==> src/rtl/alu_segmentada.sv <==
// Pipelined N-bit ALU: input register, PIPE internal stages, output register, valid/ready on both sides.
// Optional ALU_STICKY_FLAGS_EN adds limpiar_flags / flags_acum (sticky {desbordamiento, negativo, cero, carry}).
module alu_segmentada #(
  parameter int unsigned N    = 32,
  parameter int unsigned PIPE = 1
) (
  input  logic         clock,
  input  logic         reset,
  input  logic         in_valid,
  output logic         in_ready,
  input  logic [N-1:0] entrada1,
  input  logic [N-1:0] entrada2,
  input  logic [3:0]   selector,
  output logic         out_valid,
  input  logic         out_ready,
  output logic [N-1:0] resultado,
  output logic         carry,
  output logic         cero,
  output logic         negativo,
  output logic         desbordamiento,
  output logic         op_invalida
`ifdef ALU_STICKY_FLAGS_EN
  ,
  input  logic         limpiar_flags,
  output logic [3:0]   flags_acum
`endif
);

  localparam int unsigned SHW    = $clog2(N);
  localparam int unsigned DEPTH  = PIPE + 1;
  localparam int unsigned PW     = N + 6;
  localparam int unsigned PIPE_W = DEPTH * PW;

  localparam logic [3:0] OP_ADD = 4'd0;
  localparam logic [3:0] OP_SUB = 4'd1;
  localparam logic [3:0] OP_AND = 4'd2;
  localparam logic [3:0] OP_OR  = 4'd3;
  localparam logic [3:0] OP_XOR = 4'd4;
  localparam logic [3:0] OP_NOT = 4'd5;
  localparam logic [3:0] OP_SLL = 4'd6;
  localparam logic [3:0] OP_SRL = 4'd7;
  localparam logic [3:0] OP_SRA = 4'd8;
  localparam logic [3:0] OP_INC = 4'd9;
  localparam logic [3:0] OP_DEC = 4'd10;

  logic           adv;
  logic           v_in_q;
  logic [N-1:0]   a_q, b_q;
  logic [3:0]     sel_q;
  logic [PIPE_W-1:0] pipe_q;
  logic [PW-1:0]  out_stage;

  logic [N-1:0]   opb_d, res_d, sra_d;
  logic [SHW-1:0] sh_d;
  logic [N:0]     add_d, sub_d, sll_d, srl_d;
  logic           carry_d, ovf_d, inv_d, zero_d, neg_d;
  logic [PW-1:0]  stg_d;

  // Whole pipeline moves as one unit; a stalled output freezes every stage.
  assign adv      = !out_valid || out_ready;
  assign in_ready = adv;

  // ALU evaluated on the input register; flags are born with the result.
  always_comb begin
    res_d   = '0;
    carry_d = 1'b0;
    ovf_d   = 1'b0;
    inv_d   = 1'b0;
    opb_d   = (sel_q == OP_INC || sel_q == OP_DEC) ? N'(1) : b_q;
    sh_d    = b_q[SHW-1:0];
    add_d   = {1'b0, a_q} + {1'b0, opb_d};
    sub_d   = {1'b0, a_q} - {1'b0, opb_d};
    sll_d   = {1'b0, a_q} << sh_d;
    srl_d   = {a_q, 1'b0} >> sh_d;
    sra_d   = $signed(a_q) >>> sh_d;
    case (sel_q)
      OP_ADD, OP_INC: begin
        res_d   = add_d[N-1:0];
        carry_d = add_d[N];
        ovf_d   = (a_q[N-1] == opb_d[N-1]) && (add_d[N-1] != a_q[N-1]);
      end
      OP_SUB, OP_DEC: begin
        res_d   = sub_d[N-1:0];
        carry_d = !sub_d[N];
        ovf_d   = (a_q[N-1] != opb_d[N-1]) && (sub_d[N-1] != a_q[N-1]);
      end
      OP_AND: res_d = a_q & b_q;
      OP_OR:  res_d = a_q | b_q;
      OP_XOR: res_d = a_q ^ b_q;
      OP_NOT: res_d = ~a_q;
      OP_SLL: begin
        res_d   = sll_d[N-1:0];
        carry_d = sll_d[N];
      end
      OP_SRL: begin
        res_d   = srl_d[N:1];
        carry_d = srl_d[0];
      end
      OP_SRA: begin
        res_d   = sra_d;
        carry_d = srl_d[0];
      end
      default: inv_d = 1'b1;
    endcase
    zero_d = !inv_d && (res_d == '0);
    neg_d  = res_d[N-1];
    stg_d  = {v_in_q, inv_d, ovf_d, neg_d, zero_d, carry_d, res_d};
  end

  // Input register plus result shift chain; the oldest slot is the output register.
  always_ff @(posedge clock or negedge reset) begin
    if (!reset) begin
      v_in_q <= 1'b0;
      a_q    <= '0;
      b_q    <= '0;
      sel_q  <= '0;
      pipe_q <= '0;
    end else if (adv) begin
      v_in_q <= in_valid;
      a_q    <= entrada1;
      b_q    <= entrada2;
      sel_q  <= selector;
      pipe_q <= (pipe_q << PW) | PIPE_W'(stg_d);
    end
  end

  assign out_stage      = pipe_q[PIPE_W-1 -: PW];
  assign out_valid      = out_stage[N+5];
  assign op_invalida    = out_stage[N+4];
  assign desbordamiento = out_stage[N+3];
  assign negativo       = out_stage[N+2];
  assign cero           = out_stage[N+1];
  assign carry          = out_stage[N];
  assign resultado      = out_stage[N-1:0];

`ifdef ALU_STICKY_FLAGS_EN
  logic [3:0] flags_acum_q;

  // Clear wins over a same-cycle accumulate.
  always_ff @(posedge clock or negedge reset) begin
    if (!reset) begin
      flags_acum_q <= '0;
    end else if (limpiar_flags) begin
      flags_acum_q <= '0;
    end else if (out_valid && out_ready) begin
      flags_acum_q <= flags_acum_q | {desbordamiento, negativo, cero, carry};
    end
  end

  assign flags_acum = flags_acum_q;
`endif

endmodule

==> config.mk <==
export PLATFORM = sky130hd
export DESIGN_NAME = alu_segmentada
export DESIGN_NICKNAME = d
export VERILOG_FILES = /design/src/rtl/alu_segmentada.sv
export SDC_FILE = /design/constraint.sdc
export NUM_CORES = 1
export LEC_CHECK = 0
export CAP_MARGIN = 40
export CORE_MARGIN = 2
export CORE_UTILIZATION = 45
export CTS_BUF_LIST = sky130_fd_sc_hd__clkbuf_4 sky130_fd_sc_hd__clkbuf_8 sky130_fd_sc_hd__clkbuf_16
export DETAILED_ROUTE_END_ITERATION = 12
export SYNTH_ARGS = -nofsm -noshare
export SYNTH_HDL_FRONTEND = slang
export SYNTH_SLANG_ARGS = --single-unit
==> constraint.sdc <==
create_clock -name clock -period 6.6 [get_ports clock]
set_input_delay 0.99 -clock clock [delete_from_list [all_inputs] [get_ports clock]]
set_output_delay 0.99 -clock clock [all_outputs]
set_load 0.005 [all_outputs]
==> results of run 1 <==
[final cells by class]
class                           count  area (um2)  share of cell area (%)
Multi-Input combinational cell   1679       11800                    63.3
Sequential cell                   143        3590                    19.2
Timing Repair Buffer              164        1510                    8.07
Tap cell                          511         639                    3.43
Inverter                          133         504                    2.70
Clock buffer                       20         448                    2.40
Clock inverter                     12         159                   0.851
Antenna cell                        1        2.50                  0.0134
[routing by layer]
layer  part of all wire [%]  routed length (um)
met1                     43               31100
met2                     43               30900
met3                    9.7                6940
met4                    3.6                2610
met5                      0                   0
[per-stage QoR]
step	power, uW	area, um2	cells
global route	8670	18700	2662
global placement	6930	18000	2625
finish	8160	18700	2663
CTS	8030	18700	2662
floorplan	5240	16900	2163
detailed placement	6960	18100	2630
[registers in the layout (all words and copies together), names as in the netlist]
register  cells
pipe_q       74
a_q          32
b_q          32
sel_q         4
v_in_q        1
[cells by family after synthesis]
group | share of synthesized area, %
buffers and inverters | 9.23
DFF | 21.1
and+or+nand+nor | 20.7
muxes | 12.9
adders and majority gates | 10.5
xor gates and xnor gates | 0.827
AOI/OAI and AO/OA | 24.7
[path summary, 6_finish.rpt]
check,slack (ns),depth (start not counted),end
min,0.46,2,pipe_q[50]$_DFFE_PN0P_
min reg2reg,0.46,2,pipe_q[50]$_DFFE_PN0P_
max reg2reg,1.08,18,pipe_q[33]$_DFFE_PN0P_
min in group asynchronous,0.56,1,pipe_q[74]$_DFFE_PN0P_
max in group asynchronous,4.71,2,pipe_q[29]$_DFFE_PN0P_
max,1.08,18,pipe_q[33]$_DFFE_PN0P_
[power groups by stage]
| stage | Clock, uW | Combinational, uW | Sequential (uW) |
|---|---|---|---|
| 6_report | 1030 | 5490 | 1640 |
| 2_1_floorplan | 0 | 3850 | 1390 |
| 5_1_grt | 1080 | 5910 | 1680 |
| 3_3_place_gp | 0 | 5300 | 1630 |
| 4_1_cts | 1050 | 5350 | 1630 |
| 3_5_place_dp | 0 | 5320 | 1650 |
[placed cells by master (no fill, tap or decap), drive strengths merged, types with 38 or more instances in the layout]
cell type	n
a21oi	118
o21ai	156
mux4	53
nor2	165
nor3	56
dfrtp	143
mux2i	57
nand3	38
clkdlybuf4s50	109
nand2	352
inv	135
ha	139
buf	55
[worst register-to-register path: stages (launching register included)]
cell and delay [ns]:
dfrtp_1 0.37, buf_4 0.21, nor2b_1 0.23, o21ai_2 0.44
buf_4 0.36, nand2_1 0.15, ha_1 0.27, fa_1 0.44
nor2b_1 0.17, o21ai_0 0.51, a211oi_1 0.15, nor3_1 0.61
a211oi_1 0.22, o21ai_0 0.27, a21oi_1 0.15, mux2i_1 0.16
a2111oi_0 0.52, nand4_1 0.16, nand2_1 0.08
==> qor.yml, run 1 <==
status:
  run_status: "complete, no violations"
logic_synthesis:
  synth_seq_cells: 143
  syn_inst: 2163
  synth.area.top_cells: "dfrtp_1 21%, ha_1 10%, nand2_1 7.8%"
  synth_warnings: 0
  synth_nets: 2376
  postSynth.asyncResetShare_pct: 100
  ys.flop_type: "dfrtp_1"
  synth_common_cells: "351 x nand2_1, 165 x nor2_1, 148 x o21ai_0"
  synth_edf_count: 0
  yosysTopAreaCell: "dfrtp_1"
  synth_area_per_cell_um2: 7.83
  synth_top_area_share_pct: 21.1
  syn_area_mm2: 0.0169
  yosysSeqAreaShare_pct: 21.1
  post-synth-top-count-cell: "nand2_1"
  synth_cell_types: 98
setup_path:
  cp_max_fo: 25
  arrival_ns: 5.91
  cp_top_family: "compound AO/OA/AOI/OAI gates"
  r2r_start: "sel_q[1]$_DFFE_PN0P_"
  critPathLaunch: "sel_q[1]$_DFFE_PN0P_"
  critical_path.startpoint_type: "register"
  cp_cell_sequence: "buf_4 > nor2b_1 > o21ai_2 > buf_4 > nand2_1 > ha_1 > fa_1 > nor2b_1 > o21ai_0 > a211oi_1 > nor3_1 > a211oi_1 > o21ai_0 > a21oi_1 > mux2i_1 > a2111oi_0 > nand4_1 > nand2_1"
  critPathBufInv: 2
  crit_type: "reg2reg"
  critPathRequiredTime_ns: 6.99
  slowest_stage: "nor3_1"
  endpoint_kind: "register"
  slowest_delay_ns: 0.61
cts:
  path_clk_slew_ns: 0.06
  clk_root_buffer_cell: "clkbuf_16"
  clkLatencyLatePin_ns: 0.47
  cts_buffers: 17
  htree_num_levels: 4
  cts-resized-gates: 0
  tritoncts: "yes"
  ctsHoldBuffers: 0
  clock-sinks: 143
  cts_setup_buffers: 0
  clk_path_buf_depth: 2
run:
  drv_cap: 0
sta:
  rsz0062_at_grt: "no"
  slew_viol_final: 0
  worst_pin_slew_ns: 0.944
  setup_viol: 0
  fmax_mhz: 181
  hold_violations: 0
  worst_slack_ns: 1.08
  finalCriticalPeriod_ns: 5.52
  whs_ns: 0.461
  fin_crit_sh_pct: 83.7
  fin_setup_tns_ns: 0
  finalClockSkew_ns: 0.0195
  max_slew_margin_pct: 37.1
power:
  p_leak_uw: 0.00818
  clockPowerShare_pct: 12.6
  p_switching_uw: 4270
  irDropWorstVdd_v: 0.000299
  internal_power_uw: 3900
  p_sw_share_pct: 52.3
  powerDensity_mw_per_mm2: 437
  seq_power_share_pct: 20.1
  comb_power_share_pct: 67.3
floorplan:
  core_region_area_mm2: 0.0374
  start_util_pct: 45.3
  num_rows: 71
  die_h_um: 198
  die-area_mm2: 0.0392
  die_w_um: 198
  pin_count: 111
min_path:
  worstHoldStart: "pipe_q[50]$_DFFE_PN0P_"
  hp-class: "reg2reg"
final_layout:
  utilization_pct: 49.9
  nets: 2351
  layout-drive-gt1-share_pct: 10.1
  area_growth_syn_to_layout_pct: 10.2
  nFillCells: 3721
global_route:
  grt.busiest_layer: "met2"
  grt_use_total_pct: 36.9
  overflow: 0
  first_global_vias: 16400
  use_met1_pct: 52.8
  grt_pass1_wl_um: 107000
  gr-usage-met3_pct: 6.18
  grt_use_met2_pct: 56.1
  antenna_found_initial: 2
  grt_max_degree: 81
placement:
  dp_slack_ns: 1.20
  gp_congestion: 1.03
  port_buffers: 110
  dp_hpwl_um: 54100
detailed_routing:
  drt_iter0_markers: 2121
  first_pass_iters: 7
  via_count: 17500
  routed_wl_um: 71600
  ant_nets: 0
  avgViaCountPerCell: 6.57
  drc: 0
  wl_per_cell_um: 26.9
Note: power is estimated with default switching activity, not from simulation.
==> inputs of run 2 (changes only) <==
--- a/config.mk
+++ b/config.mk
@@ -10,6 +10,7 @@
 export CORE_UTILIZATION = 45
 export CTS_BUF_LIST = sky130_fd_sc_hd__clkbuf_4 sky130_fd_sc_hd__clkbuf_8 sky130_fd_sc_hd__clkbuf_16
 export DETAILED_ROUTE_END_ITERATION = 12
+export PLACE_DENSITY = 0.66
 export SYNTH_ARGS = -nofsm -noshare
 export SYNTH_HDL_FRONTEND = slang
 export SYNTH_SLANG_ARGS = --single-unit
==> constraint.sdc (replaced) <==
create_clock -name clock -period 4.95 [get_ports clock]
set_input_delay 0.7425 -clock clock [delete_from_list [all_inputs] [get_ports clock]]
set_output_delay 0.7425 -clock clock [all_outputs]
set_load 0.005 [all_outputs]
==> run 2 against run 1 <==
Hold slack got worse by 0.24 ns. Largest cell class unchanged. Highest routed layer is now met5. Count of clock-buffer cells in the layout fell by 1. First-iteration DRC count fell by 1.3%.
==> qor.yml, run 2 (synthesized netlist as in run 1, its figures left out) <==
sta:
  finalCriticalPeriod_ns: 4.63
  whs_ns: 0.219
  setup_viol: 0
  fin_setup_tns_ns: 0
  max_slew_margin_pct: 32.8
  finalClockSkew_ns: 0.0163
  hold_violations: 0
  rsz0062_at_grt: "no"
  slew_viol_final: 0
  worst_pin_slew_ns: 0.982
  fmax_mhz: 216
  fin_crit_sh_pct: 93.5
power:
  p_leak_uw: 0.00842
  powerDensity_mw_per_mm2: 582
  power.total_uw: 11100
  irDropWorstVdd_v: 0.000338
setup_path:
  r2r_start: "sel_q[1]$_DFFE_PN0P_"
  crit_type: "reg2reg"
  cp_max_fo: 11
  critical_path.startpoint_type: "register"
  reg2reg_depth: 17
  critPathRequiredTime_ns: 5.34
  rrSetupSlack_ns: 0.32
  arrival_ns: 5.02
  r2r-end: "pipe_q[33]$_DFFE_PN0P_"
  endpoint_kind: "register"
cts:
  tritoncts: "yes"
  clock-sinks: 143
  cts_buffers: 17
  htree_num_levels: 4
  path_clk_slew_ns: 0.06
  clkLatencyLatePin_ns: 0.46
  clk_root_buffer_cell: "clkbuf_16"
  clk_path_buf_depth: 2
detailed_routing:
  first_pass_iters: 5
  drc: 0
  drt_iter0_markers: 2094
  via_count: 17600
  ant_nets: 0
  avgViaCountPerCell: 6.50
  routed_wl_um: 72700
  wl_per_cell_um: 26.8
run:
  drv_cap: 0
global_route:
  grt_max_degree: 95
  first_global_vias: 16600
  antenna_found_initial: 3
  grt_use_total_pct: 37.4
  grt_pass1_wl_um: 109000
  overflow: 0
final_layout:
  nFillCells: 3641
  nets: 2399
  top_register: "pipe_q"
  area_growth_syn_to_layout_pct: 12.7
  antennaDiodeCount: 0
  final_common_cell: "nand2_1"
  reg_top3: "pipe_q x74, a_q x32, b_q x32"
  layout-drive-gt1-share_pct: 12.1
  largest_register_ffs: 74
  final_cell_mix: "351 x nand2_1, 165 x nor2_1, 148 x o21ai_0, 139 x ha_1, 138 x dfrtp_1"
floorplan:
  die_w_um: 198
  num_rows: 71
  die-area_mm2: 0.0392
  die_h_um: 198
  start_util_pct: 45.3
  pin_count: 111
  core_region_area_mm2: 0.0374
placement:
  gp_congestion: 1.03
  port_buffers: 110
  dp_hpwl_um: 55800
min_path:
  hp-class: "in2async"
status:
  run_status: "complete, no violations"
-- run 2: cell count changes in the layout (fill, tap and decap cells not counted), moves of 2 or more --
| cell | previous run | this run |
|---|---|---|
| buf_12 | 0 | 5 |
| buf_4 | 51 | 95 |
| clkbuf_4 | 3 | 1 |
| clkinv_4 | 2 | 4 |
-- run 2: per-stage QoR --
step           instances  instance area (um2)  setup WS (ns)  utilization (%)
2_1_floorplan       2163                16900          0.193                -
3_3_place_gp        2674                18500          0.240             49.3
3_5_place_dp        2678                18500          0.273             49.4
4_1_cts             2709                19100          0.187             51.0
5_1_grt             2709                19100        0.00577             51.0
6_report            2709                19100          0.320             51.0
-- run 2: report_power, final --
part / leakage, uW / total [uW] / switching [uW] / internal (uW)
clock network: 0.000283 / 1310 / 547 / 760
registers: 0.00171 / 2170 / 577 / 1600
logic: 0.00642 / 7620 / 4630 / 2990
-- run 2: what timing repair did --
item,4_1_cts,5_1_grt
setup endpoints to repair,0,1
endpoints found under the hold margin,0,0
gates resized for setup,0,1
setup buffers,0,0
hold buffers,0,0
-- run 2: worst max-delay path: stages, from the launching register on --
cell and delay (ns):
dfrtp_1 0.39, nor2b_1 0.20, o21ai_2 0.30, buf_4 0.25, nand2_1 0.13, ha_1 0.39
nor2_1 0.21, or4b_1 0.52, a211oi_1 0.27, nor3_1 0.08, buf_4 0.17, a211oi_1 0.31
o21ai_0 0.13, a21oi_1 0.32, mux2i_1 0.17, a2111oi_0 0.46, nand4_1 0.15, nand2_1 0.10
-- run 2: area by class of cell --
cell class,count,area [um2],share of cell area [%]
multi-input combinational,1679,11800,62.0
sequential,143,3590,18.8
timing repair buffer,212,1940,10.1
tap,511,639,3.35
inverter,133,504,2.64
clock buffer,19,447,2.34
clock inverter,12,138,0.721
-- run 2: worst max-delay path by stage --
stage / end / cells after the start / from / slack, ns
2_1_floorplan: pipe_q[33]$_DFFE_PN0P_ / 22 / sel_q[0]$_DFFE_PN0P_ / 0.19
3_3_place_gp: pipe_q[33]$_DFFE_PN0P_ / 15 / sel_q[1]$_DFFE_PN0P_ / 0.24
3_5_place_dp: pipe_q[33]$_DFFE_PN0P_ / 15 / sel_q[1]$_DFFE_PN0P_ / 0.27
4_1_cts: pipe_q[33]$_DFFE_PN0P_ / 15 / sel_q[1]$_DFFE_PN0P_ / 0.19
5_1_grt: pipe_q[33]$_DFFE_PN0P_ / 16 / sel_q[1]$_DFFE_PN0P_ / 0.006
6_report: pipe_q[33]$_DFFE_PN0P_ / 17 / sel_q[1]$_DFFE_PN0P_ / 0.32
-- run 2: metal layers --
layer  part of all wire [%]  track usage [%]  vias up  wire, um
met2                     42             55.7      991     30800
met4                    4.6             16.8        2      3320
met3                    9.8             8.48      191      7110
met5                  0.012                0        -         9
li1                       -                -     7866         -
met1                     43             51.7     8554     31400
